==> src/rtl/pong_input_ctrl.sv <==
// Button/switch front end for the pong core: synchronise, debounce, latch once per frame.
// Optional attract-mode autopilot is compiled in with `define PONG_INPUT_DEMO_MODE_EN.
module pong_input_ctrl #(
  parameter int DEBOUNCE_CYCLES  = 250000,
  parameter int IDLE_FRAMES      = 1800,
  parameter bit VSYNC_ACTIVE_LOW = 1'b1
) (
  input  logic       clock,
  input  logic       reset,
  input  logic [3:0] btn_raw,
  input  logic [1:0] sw_raw,
  input  logic       vsync,
  output logic [3:0] btn_out,
  output logic [1:0] sw_out,
  output logic       frame_tick,
  output logic       demo_active
);

  localparam int NB = 6;
  localparam int CW = $clog2(DEBOUNCE_CYCLES + 1);
  localparam logic [CW-1:0] CNT_LAST = CW'(DEBOUNCE_CYCLES - 1);
  localparam logic VS_IDLE = VSYNC_ACTIVE_LOW;

  // Buttons in bits [3:0], switches in [5:4] so one debouncer bank serves both.
  logic [NB-1:0] raw_bits;
  logic [NB-1:0] sync1;
  logic [NB-1:0] sync2;
  logic [NB-1:0] deb;
  logic [CW-1:0] cnt [NB];

  logic [3:0] btn_deb;
  logic [1:0] sw_deb;
  logic       any_btn;

  logic vsync_q;
  logic vs_act;
  logic vs_act_q;

  logic [3:0] btn_nxt;

  assign raw_bits = {sw_raw, btn_raw};
  assign btn_deb  = deb[3:0];
  assign sw_deb   = deb[5:4];
  assign any_btn  = |btn_deb;

  always_ff @(posedge clock or posedge reset) begin
    if (reset) begin
      sync1 <= '0;
      sync2 <= '0;
    end else begin
      sync1 <= raw_bits;
      sync2 <= sync1;
    end
  end

  // Each bit flips only after its synchronised input has disagreed for DEBOUNCE_CYCLES edges.
  always_ff @(posedge clock or posedge reset) begin
    if (reset) begin
      deb <= '0;
      for (int i = 0; i < NB; i++) begin
        cnt[i] <= '0;
      end
    end else begin
      for (int i = 0; i < NB; i++) begin
        if (sync2[i] == deb[i]) begin
          cnt[i] <= '0;
        end else if (cnt[i] == CNT_LAST) begin
          deb[i] <= ~deb[i];
          cnt[i] <= '0;
        end else begin
          cnt[i] <= cnt[i] + CW'(1);
        end
      end
    end
  end

  // vsync is already in this clock domain, so a single delayed copy is enough for edge detect.
  assign vs_act   = VSYNC_ACTIVE_LOW ? ~vsync   : vsync;
  assign vs_act_q = VSYNC_ACTIVE_LOW ? ~vsync_q : vsync_q;

  always_ff @(posedge clock or posedge reset) begin
    if (reset) begin
      vsync_q    <= VS_IDLE;
      frame_tick <= 1'b0;
    end else begin
      vsync_q    <= vsync;
      frame_tick <= vs_act & ~vs_act_q;
    end
  end

`ifdef PONG_INPUT_DEMO_MODE_EN
  typedef enum logic {
    PLAY = 1'b0,
    DEMO = 1'b1
  } state_t;

  localparam int IW = $clog2(IDLE_FRAMES + 1);
  localparam logic [IW-1:0] IDLE_MAX = IW'(IDLE_FRAMES);

  state_t        state;
  state_t        state_nxt;
  logic [IW-1:0] idle_cnt;
  logic [IW-1:0] idle_nxt;
  logic [7:0]    lfsr;
  logic [7:0]    lfsr_nxt;
  logic          lfsr_fb;

  always_ff @(posedge clock or posedge reset) begin
    if (reset) begin
      state    <= PLAY;
      idle_cnt <= '0;
      lfsr     <= 8'hA5;
    end else begin
      state    <= state_nxt;
      idle_cnt <= idle_nxt;
      lfsr     <= lfsr_nxt;
    end
  end

  assign lfsr_fb = lfsr[7] ^ lfsr[5] ^ lfsr[4] ^ lfsr[3];

  always_comb begin
    state_nxt = state;
    idle_nxt  = idle_cnt;
    lfsr_nxt  = lfsr;
    if (any_btn) begin
      idle_nxt = '0;
    end else if (frame_tick && (state == PLAY) && (idle_cnt != IDLE_MAX)) begin
      idle_nxt = idle_cnt + IW'(1);
    end
    // A press on the very tick that would start the demo keeps the player in control.
    case (state)
      PLAY: begin
        if (frame_tick && !any_btn && (idle_nxt == IDLE_MAX)) begin
          state_nxt = DEMO;
        end
      end
      DEMO: begin
        if (any_btn) begin
          state_nxt = PLAY;
        end
        if (frame_tick) begin
          lfsr_nxt = {lfsr[6:0], lfsr_fb};
        end
      end
      default: state_nxt = PLAY;
    endcase
  end

  // Autopilot drives only U or D, decoded from the freshly advanced LFSR value.
  always_comb begin
    btn_nxt     = btn_deb;
    demo_active = (state == DEMO);
    if (state == DEMO) begin
      btn_nxt = {~lfsr_nxt[0] & lfsr_nxt[1], 2'b00, lfsr_nxt[0]};
    end
  end
`else
  assign btn_nxt     = btn_deb;
  assign demo_active = 1'b0;
`endif

  always_ff @(posedge clock or posedge reset) begin
    if (reset) begin
      btn_out <= '0;
      sw_out  <= '0;
    end else if (frame_tick) begin
      btn_out <= btn_nxt;
      sw_out  <= sw_deb;
    end
  end

endmodule

==> config.mk <==
export PLATFORM = sky130hd
export DESIGN_NAME = pong_input_ctrl
export DESIGN_NICKNAME = d
export VERILOG_FILES = /design/src/rtl/pong_input_ctrl.sv
export SDC_FILE = /design/constraint.sdc
export NUM_CORES = 1
export LEC_CHECK = 0
export CELL_PAD_IN_SITES_DETAIL_PLACEMENT = 1
export CELL_PAD_IN_SITES_GLOBAL_PLACEMENT = 2
export CORE_MARGIN = 2
export CORE_UTILIZATION = 37
export CTS_CLUSTER_DIAMETER = 200
export DETAILED_ROUTE_END_ITERATION = 10
export PLACE_DENSITY = 0.81
export SLEW_MARGIN = 20
export SYNTH_ARGS = -nofsm -noshare
export SYNTH_HDL_FRONTEND = slang
export SYNTH_SLANG_ARGS = --single-unit
==> constraint.sdc <==
create_clock -name clock -period 4.7 [get_ports clock]
set_clock_uncertainty 0.05 [all_clocks]
set_input_delay 0.94 -clock clock [delete_from_list [all_inputs] [get_ports clock]]
set_output_delay 0.94 -clock clock [all_outputs]
set_load 0.005 [all_outputs]
==> results.md <==
- Outcome: complete, no violations
- Clk slew on worst S/H paths: 60 ps
- Worst hold path type: reg -> reg
- Post-CTS Resized: 0
- Grt ovf: 0
- Pwr per Cell Area: 368 mW/mm2
- Total of max-cap violations: 0
- VDD IR-drop max: 0.226 mV
- Worst EP arrival: 1580 ps
- Pleak: 2.83 nW
- GRT Overall Usage: 0.163
- Top post-synthesis cells by count: 133 x dfrtp_1, 122 x nor2_1, 76 x xnor2_1, 38 x nand3_1, 33 x nor4_1
- Core ar.: 0.0165 mm2
- Vias per cell: 5.06
- Cell family with most CP delay: buffers and inverters
- Core Rows: 47
- Syn_nets: 621
- First-pass GRT wire length: 23.5 mm
- WL met2: 6.57 mm
- Routed vias: 4390
- # IOs: 17
- TritonCTS clock tree: done
- Mapped Avg Cell Area: 10.3 um2
- Final-report max-slew violation count: 0
- Setup_tns: 0 ps
- Ant diodes: 0
- Fmax: 389 MHz
- #FFs+latches synth: 134
- Cts bufs inserted: 17
- Filler Cell Count: 1843
- CTS sink cnt: 134
- Hold_buf cts: 0
- DRC viols: 0
- HPWL after DPL: 8.90 mm
- Vias in the first global route: 4884
- Sequential area share after synthesis: 0.538
- Critical path class: reg -> out
- Final setup vio count: 0
- DRT Wirelength: 13.0 mm
- Initial antenna violation count: 0
- Pin count of the biggest net entering global routing: 93
- Async SR Flop Fraction: 1.00
- Final Hold Violating Endpoints: 0
- Root Buffer: clkbuf_16
- Drt first-iter violations: 195
- CP max FO: 7
- Synthesized cell area: 0.00624 mm2
- Clock H-tree levels: 4
- Multi-input gate area: 0.00273 mm2
- Crit path required time: 3710 ps
- Die Width: 134 um
- Synth area leader: dfrtp_1
- WL per Instance: 15.0 um
- Setup bufs post-CTS: 0
- Die area: 0.0179 mm2
- EDFF count, synth: 0
- Yosys warnings: 0
- CP max stage cell: clkdlybuf4s50_1
- Share of cells above drive strength 1: 0.0926
- Final Hold Slack: 300 ps
- Post-synth top flop: dfrtp_1
- Chip Height: 134 um
- Crit path cell chain: clkdlybuf4s50_1
- Final Wtd Congestion: 0.778
- Count leader, synth: dfrtp_1
- Met1 WL: 5.96 mm
- Slew @ Worst Pin: 1020 ps
- Nets@finish: 650
- Slowest stage delay, CP: 590 ps
- Initial Utilization: 0.378
- Mapped Cells: 606
- DRT Pass-1 Iters: 4
- Fin crit share: 0.547
- Layout area overhead: 16.6%
- Slew margin rel.: 0.310
- Min Clock Period, post-route: 2570 ps
- Max layer used: met4
- Port Buffers: 15
- CP Launch Type: flop
- RSZ-0062 raised after global routing: false
- DRT antenna net count: 0
- FF+latch area: 0.00335 mm2
- Latest clock arrival within the worst-skew pair: 420 ps
- CP Buf/Inv Count: 1
- Post-synth top area share: 0.533
- Synth unique cells: 37
- Area contributors post-synth: dfrtp_1 53%, xnor2_1 11%, nor2_1 7.3%
- CTS Buffer Depth: 2
- Worst Setup End Kind: primary output
- Routed wl met3: 246 um
cells in the final DEF, fill, tap and decap left out, types with 2 or more instances in the layout:
cell type and instances:
dfrtp_1 133, nor2_1 122, xnor2_1 76, nand3_1 38
nor4_1 33, nand4_1 30, inv_1 26, nand2_1 23
nor3_1 18, clkbuf_16 17, xor2_1 16, clkdlybuf4s50_1 15
mux2_2 12, or4_1 11, a21oi_1 9, o31ai_1 7
ha_1 6, or3_1 5, clkinvlp_4 5, bufinv_16 4
buf_4 4, nor4b_1 3, o21ai_0 3, or4b_1 3
nor2b_1 3, or2_2 3, o41ai_2 2, nand2b_1 2
or4_4 2, o21ai_4 2, clkbuf_8 2, clkinv_2 2
cells by family (layout without fill, tap and decap cells):
group | after synthesis | count (layout) | synth area share
xor gates and xnor gates | 92 | 92 | 0.129
and+or+nand+nor | 299 | 299 | 0.238
adders and majority gates | 6 | 6 | 0.0120
buffers and inverters | 36 | 78 | 0.0257
DFF | 134 | 134 | 0.538
other | 1 | 1 | 0.000601
muxes | 13 | 13 | 0.0233
AOI/OAI and AO/OA | 25 | 25 | 0.0337
worst paths after layout:
check | startpoint | cells after the start | to | slack [ps]
max in group asynchronous | reset | 3 | vsync_q$_DFF_PP1_ | 2660
min in group asynchronous | reset | 2 | sync1[1]$_DFF_PP0_ | 1030
worst max-delay path | frame_tick$_DFF_PP0_ | 1 | frame_tick | 2130
worst min-delay path | sync1[1]$_DFF_PP0_ | 0 | sync2[1]$_DFF_PP0_ | 300
worst max register to register | cnt[100]$_DFF_PP0_ | 5 | cnt[93]$_DFF_PP0_ | 2410
worst min register to register | sync1[1]$_DFF_PP0_ | 0 | sync2[1]$_DFF_PP0_ | 300
area by class of cell:
cell class                 instances  area share
clock buffer                      20      0.0628
clock inverter                    12      0.0242
inverter                          27      0.0146
multi-input combinational        436       0.375
sequential                       134       0.461
tap                              220      0.0378
timing repair buffer              19      0.0248
per-stage QoR:
stage / power, mW / utilization / instances / instance area (um2) / setup slack (ps)
global route: 2.78 / 0.440 / 868 / 7280 / 2060
floorplan: 1.26 / - / 606 / 6240 / 129
finish: 2.68 / 0.440 / 868 / 7280 / 2130
global placement: 1.29 / 0.402 / 836 / 6640 / 2200
CTS: 2.72 / 0.440 / 868 / 7280 / 2070
detailed placement: 1.29 / 0.402 / 836 / 6640 / 2150
state kept, by name (all words and copies together) (netlist names):
name        count
vsync_q         1
deb             6
frame_tick      1
cnt           108
sw_out          2
sync1           6
sync2           6
btn_out         4
where the power goes:
group          switching [mW]  leakage [nW]  internal, mW  total (mW)
Combinational          0.0519         0.708        0.0253      0.0772
Sequential             0.0185          1.83          1.17        1.19
Clock                   0.493         0.294         0.913        1.41
Total                   0.564          2.83          2.11        2.68
layer usage:
metal,track usage,vias up
met5,0,-
met4,0.0615,0
met3,0.0389,17
met2,0.274,21
met1,0.203,2187
li1,-,2165
No activity file was read; power rests on OpenSTA's default activity.
